--- src/rtl/tdm_pkg.sv ---
// Shared TDM definitions for the RX demux and the TX-side slot counter.
// Latency: n/a (types and constants only).
// Backpressure: n/a.
package tdm_pkg;
    localparam int LANES_DEF = 4;
    localparam int SEL_W_DEF = 2;

    typedef enum logic {
        HUNT = 1'b0,
        LOCK = 1'b1
    } tdm_state_t;
endpackage

--- src/rtl/tdm_slot_ctr.sv ---
// Slot index counter: load-to-1 on sync, increment with natural wrap, last-slot flag.
// Latency: sel updates on the edge that consumes the slot.
// Backpressure: none; holds when neither inc nor load is asserted.
module tdm_slot_ctr
    import tdm_pkg::*;
#(
    parameter int LANES = LANES_DEF,
    parameter int SEL_W = $clog2(LANES)
) (
    input  logic             clk,
    input  logic             rst,
    input  logic             inc,
    input  logic             load,
    output logic [SEL_W-1:0] sel,
    output logic             last
);

    // LANES is a power of two, so the SEL_W-bit overflow is the modulo-LANES wrap.
    always_ff @(posedge clk) begin
        if (rst) begin
            sel <= '0;
        end else if (load) begin
            sel <= SEL_W'(1);
        end else if (inc) begin
            sel <= sel + SEL_W'(1);
        end
    end

    assign last = (sel == SEL_W'(LANES - 1));

endmodule

--- src/rtl/demux1x4_tdm.sv ---
// 1:LANES TDM demux: rebuilds frames from a serial stream aligned by a slot-0 sync strobe.
// Latency: 1 cycle from the last slot bit to out/valid.
// Backpressure: none; en=0 stalls all state, valid/err are single-cycle pulses.
module demux1x4_tdm
    import tdm_pkg::*;
#(
    parameter int LANES = LANES_DEF,
    parameter int SEL_W = $clog2(LANES)
) (
    input  logic             clk,
    input  logic             rst,
    input  logic             en,
    input  logic             in,
    input  logic             sync,
    output logic [LANES-1:0] out,
    output logic             valid,
    output logic [SEL_W-1:0] sel,
    output logic             err
);

    tdm_state_t       state, state_nxt;
    logic [LANES-1:0] partial, partial_nxt;
    logic [LANES-1:0] out_nxt;
    logic             valid_nxt, err_nxt;
    logic             ctr_inc, ctr_load, last;
    logic             misalign, complete;

    tdm_slot_ctr #(.LANES(LANES), .SEL_W(SEL_W)) u_slot_ctr (
        .clk  (clk),
        .rst  (rst),
        .inc  (ctr_inc),
        .load (ctr_load),
        .sel  (sel),
        .last (last)
    );

    always_ff @(posedge clk) begin
        if (rst) begin
            state <= HUNT;
        end else begin
            state <= state_nxt;
        end
    end

    always_comb begin
        state_nxt = state;
        if (state == HUNT && en && sync) begin
            state_nxt = LOCK;
        end
    end

    // Any enabled sync forces sel to 1: a first lock, an aligned slot-0 sync
    // (same as a normal increment) or a resync after a misaligned one.
    always_comb begin
        ctr_inc     = en && (state == LOCK);
        ctr_load    = en && sync;
        misalign    = en && sync && (state == LOCK) && (sel != '0);
        complete    = en && (state == LOCK) && last && !misalign;
        partial_nxt = partial;
        out_nxt     = out;
        if (misalign) begin
            partial_nxt    = '0;
            partial_nxt[0] = in;
        end else if (en && (state == LOCK || sync)) begin
            partial_nxt[sel] = in;
        end
        if (complete) begin
            out_nxt = {in, partial[LANES-2:0]};
        end
        valid_nxt = complete;
        err_nxt   = misalign;
    end

    always_ff @(posedge clk) begin
        if (rst) begin
            partial <= '0;
            out     <= '0;
            valid   <= 1'b0;
            err     <= 1'b0;
        end else begin
            partial <= partial_nxt;
            out     <= out_nxt;
            valid   <= valid_nxt;
            err     <= err_nxt;
        end
    end

endmodule

--- config.mk ---
export PLATFORM = sky130hd
export DESIGN_NAME = demux1x4_tdm
export DESIGN_NICKNAME = d
export VERILOG_FILES = /design/src/rtl/tdm_pkg.sv /design/src/rtl/tdm_slot_ctr.sv /design/src/rtl/demux1x4_tdm.sv
export SDC_FILE = /design/constraint.sdc
export NUM_CORES = 1
export LEC_CHECK = 0
export CAP_MARGIN = 0
export CORE_MARGIN = 5
export CORE_UTILIZATION = 40
export DETAILED_ROUTE_END_ITERATION = 10
export DONT_BUFFER_PORTS = 1
export SETUP_SLACK_MARGIN = 0.02
export SLEW_MARGIN = 40
export SYNTH_ARGS = -nofsm -noshare
export SYNTH_HDL_FRONTEND = slang
export SYNTH_SLANG_ARGS = --single-unit
--- constraint.sdc ---
create_clock -name clk -period 1.26 [get_ports clk]
set_input_delay 0.252 -clock clk [delete_from_list [all_inputs] [get_ports clk]]
set_output_delay 0.252 -clock clk [all_outputs]
set_load 0.05 [all_outputs]
# ---- Yosys cells after proc, flatten, opt, wreduce, memory -nomap -nowiden
# Index checks and enable logic that the tools add are counted.
dict set report op_classes {
  n_bitwise 1
  addsub 1
  magnitude_cmp 2
  muxes 7
  reduce_logical 17
  n_eq_ne 1
}
# cell n
set op_table {}
lappend op_table {{$logic_and 1x1->1} 10}
lappend op_table {{$reduce_bool 2->1} 3}
lappend op_table {{$mux 1} 5}
lappend op_table {{$bwmux 4} 1}
lappend op_table {{$reduce_or 2->1} 2}
lappend op_table {{$lt 2x3->1 const B} 1}
lappend op_table {{$add 2x1->2 const B} 1}
lappend op_table {{$demux 1 s2} 1}
lappend op_table {{$eq 2x2->1 const B} 1}
lappend op_table {{$ge 2x1->1 const B} 1}
lappend op_table {{$logic_not 1->1} 1}
lappend op_table {{$logic_or 1x1->1} 1}
lappend op_table {{$not 1->1} 1}
dict set report totals {
  output_inout_bits 8
  elab_cells 37
  register_bits 13
}

# ---- Longest topological paths before layout
dict set report logic_depth {
  depth_word 7
  depth_mapped 5
  ltp_nobuf 5
}

# ---- Hierarchy
# Synthesis repeated with hierarchy kept, for this count alone.
dict set report hier_totals {
  hier_cells 61
  area_unflattened_um2 536.8
}
# mod area_per_inst_um2 cells_per_inst n_inst seq_area_each_um2
set by_module_without_submodules {}
lappend by_module_without_submodules {demux1x4_tdm 451.7 53 1 200.2}
lappend by_module_without_submodules {tdm_slot_ctr 85.1 8 1 40.0}

# ---- Least setup slack after synthesis
# Ideal clock, no wire load.
dict set report synth_path {
  kind {register -> register}
  start {register u_slot_ctr.sel[0]}
  end {register partial[0]}
  path_slack_ns -0.423
  synth_period_minus_slack_ns 1.683
  setup_time_ns 0.072
  n_path_buf 0
  path_stages_with_launch 6
  t_arrival_ns 1.611
  cell_sequence {dfxtp_1 > inv_1 > ha_1 > maj3_1 > nand2_1 > mux2i_1}
}
dict set report synth_between {
  elab_chain_len 7
}
# element line_no
set synth_rtl {}
lappend synth_rtl {{from (decl)} tdm_slot_ctr.sv:14} ;# output logic [SEL_W-1:0] sel,
lappend synth_rtl {{from (signal assigned)} tdm_slot_ctr.sv:25} ;# sel <= sel + SEL_W'(1);
lappend synth_rtl {{$lt 2x3->1 (not written as such) / $ge 2x1->1 (equally long branches)} demux1x4_tdm.sv:65} ;# partial_nxt[sel] = in;
lappend synth_rtl {{$logic_and 1x1->1 (not written as such)} demux1x4_tdm.sv:65}
lappend synth_rtl {{$mux 1 (not written as such)} demux1x4_tdm.sv:65}
lappend synth_rtl {{$demux 1 s2} demux1x4_tdm.sv:65}
lappend synth_rtl {{$bwmux 4} demux1x4_tdm.sv:65}
lappend synth_rtl {{$mux 1} demux1x4_tdm.sv:64} ;# end else if (en && (state == LOCK || sync)) begin
lappend synth_rtl {{$mux 1} demux1x4_tdm.sv:61} ;# if (misalign) begin
lappend synth_rtl {{to (signal assigned)} demux1x4_tdm.sv:81} ;# partial <= partial_nxt;
lappend synth_rtl {{to (decl)} demux1x4_tdm.sv:22} ;# logic [LANES-1:0] partial, partial_nxt;
# Parallel ways exist; a longest one is shown, timed or not. The select of a mux whose other input is x is not followed.
# A chain may end at the register's enable or synchronous reset.

# ---- Worst setup path after layout
# Ends and elaborated chain as after synthesis.

==> metrics.md <==
| Metric | Value |
|---|---|
| Status | completed |
| CP endpoint kind | flop |
| PostCTS Resize Cnt | 0 |
| Deepest clock path buffer count | 2 |
| CP startpoint | u_slot_ctr.sel[0] |
| Vias | 393 |
| Hold-fix buffers, CTS | 0 |
| FFs w/ async S/R, synth | 0% |
| CORE AREA | 0.00132 sq mm |
| Final Critical Period | 1.18 ns |
| IO Port Bufs | 0 |
| CP max FO | 5 |
| Max-slew headroom | 65.7% |
| Unrepaired setup endpoints after global routing | true |
| HP Class | in -> reg |
| Clock Skew | 0.00498 ns |
| Initial antenna violation count | 0 |
| Synth area leader | dfxtp_1 |
| Routed WL | 983 microns |
| Footprint of the multi-input gates | 320 sq um |
| Final nets | 73 |
| Post-synthesis register bit count | 12 |
| Post-Synthesis Cells | 57 |
| Largest net degree at the start of global routing | 14 |
| GRT overflow | 0 |
| Die width | 47.5 microns |
| FP Rows | 13 |
| Top post-synthesis cells by area | dfxtp_1 (43%), mux2i_1 (12%), nand2b_1 (10%) |
| Power density over the cells | 1130 mW/mm^2 |
| Hpwl dp | 731 microns |
| Hold_sp | rst |
| Area after DPL | 627 sq um |
| Vias per Instance | 5.04 |
| Sequential share of the synthesized area | 42.7% |
| Clock Tree Root | clkbuf_4 |
| Worst path arrival time | 1.38 ns |
| CTS Buf Count | 3 |
| Critical path class | reg -> reg |
| Mean post-synth cell area | 9.88 sq um |
| Post-synth top area share | 42.7% |
| Tcrit/Tclk final | 93.6% |
| Die ar. | 0.00226 sq mm |
| Post-route setup TNS | 0 ns |
| Fillers | 123 |
| WL/cell | 12.6 microns |
| Cell variety after synth | 19 |
| ANT cells | 0 |
| CTS tree | done |
| Final core utilization | 50.8% |
| First-pass GRT wire length | 1500 microns |
| Clock sink count | 12 |
| I/O Pins | 13 |
| Clk_lat worst skew | 0.27 ns |
| Die Ht | 47.5 microns |
| Initial Utilization | 42.7% |
| Dpl cells | 74 |
| Gp weighted congestion | 0.705 |
| Synth Flop Type | dfxtp_1 |
| Layout Cells excl Fill | 78 |
| Maximum clock rate | 848 MHz |
| First drt pass iteration count | 2 |
| VDD IR max | 535 uV |
| R2r startpoint | u_slot_ctr.sel[0] |
| Remaining DRCs | 0 |
| Cell Area, Synth | 563 sq um |
| Max-Cap Viols | 0 |
| Post-Syn Nets | 66 |
| Final setup fails | 0 |
| Leakage | 0.000294 uW |
| Ratio of cells with drive above 1 in the final layout | 30.2% |
| Syn. warnings | 0 |
| Post-route ant nets | 0 |
| Slew Viols, Final | 0 |
| Post-route cell area | 669 sq um |
| Vias in the first global route | 364 |
| Overall global routing resource usage | 9.64% |
| Total power | 758 uW |
| Area Growth Syn to Fin | 18.9% |
| Least-Margin Pin Slew | 0.514 ns |
| H-tree depth | 1 |
| CP startpoint kind | flop |
| CP required | 1.46 ns |
| Register Area | 248 sq um |
| Postcts setup bufs | 0 |
| Number of synthesized flops with an enable pin | 0 |
| DR iter-0 viols | 3 |
| Worst-path clk slew | 0.08 ns |
| Fin. Hold Viols | 0 |
-- registers in the layout (all words and copies together), names as in the netlist --
register        flops
u_slot_ctr.sel      2
partial             3
state               1
valid               1
out                 4
err                 1
-- metrics by stage --
step | hold WS [ns] | worst slack, ns
2_1_floorplan | 0.396 | 0.0313
3_3_place_gp | 0.317 | 0.0432
3_5_place_dp | 0.322 | 0.0741
4_1_cts | 0.0278 | 0.0444
5_1_grt | 0.0221 | 0.0115
6_report | 0.0390 | 0.0811
-- layer usage --
metal  GRT usage [%]  wire [microns]  vias up
met2            13.1             408       12
met5               0               0        -
met3            7.14             104        0
li1                -               -      205
met4            3.31               0        0
met1            11.7             471      176
-- layout make-up --
| class | instances | area share (%) |
|---|---|---|
| clock buffer | 4 | 5.42 |
| inverter | 3 | 2.43 |
| multi-input combinational | 40 | 47.9 |
| sequential | 12 | 37.0 |
| tap | 15 | 2.80 |
| timing repair buffer | 4 | 4.49 |
-- cells in the final DEF, fill, tap and decap left out --
cell type	instances
a22oi_1	1
nand2_2	1
o21ai_0	1
a21oi_2	1
a21o_1	1
ha_1	3
o211ai_1	2
a21oi_1	2
maj3_2	1
nor2_1	6
ha_4	1
a21o_2	1
nand2b_1	9
inv_1	1
and3b_2	1
nand4b_1	1
clkbuf_8	1
mux2i_1	7
clkbuf_4	3
buf_4	4
dfxtp_1	10
nand3_2	1
dfxtp_4	2
inv_4	2
-- kinds of logic (layout without fill, tap and decap cells) --
kind of cell / after synthesis / count (layout) / synth area share (%)
AO/OA/AOI/OAI: 9 / 9 / 10.4
flip-flops: 12 / 12 / 42.7
buffers and inverters: 5 / 11 / 4.00
adder cells (fa/ha/maj): 5 / 5 / 10.7
AND/OR/NAND/NOR: 19 / 19 / 19.8
multiplexers: 7 / 7 / 12.4
-- power by group --
| group | switching [uW] | leakage (uW) | total [uW] | internal [uW] |
|---|---|---|---|---|
| clock | 125 | 0.0000210 | 301 | 176 |
| sequential | 11.4 | 0.0000987 | 396 | 385 |
| combinational | 30.9 | 0.000174 | 60.5 | 29.6 |
| total | 168 | 0.000294 | 758 | 590 |
-- worst max-delay path, stage by stage (launching register included) --
cell,delay (ns)
dfxtp_4,0.38
inv_4,0.05
ha_4,0.15
maj3_2,0.29
nand2_2,0.06
mux2i_1,0.17
-- final timing paths --
kind | end | depth (start not counted) | slack (ns)
max | partial[0] | 5 | 0.08
min | u_slot_ctr.sel[1] | 1 | 0.04
max reg2reg | partial[0] | 5 | 0.08
min reg2reg | out[1] | 2 | 0.48
-- cells in the mapped netlist (2+ instances only) --
library cell,number
a21oi_1,3
ha_1,4
o211ai_1,2
inv_1,3
dfxtp_1,12
nor2_1,6
mux2i_1,7
nand2b_1,9
No activity file was read; power rests on OpenSTA's default activity.
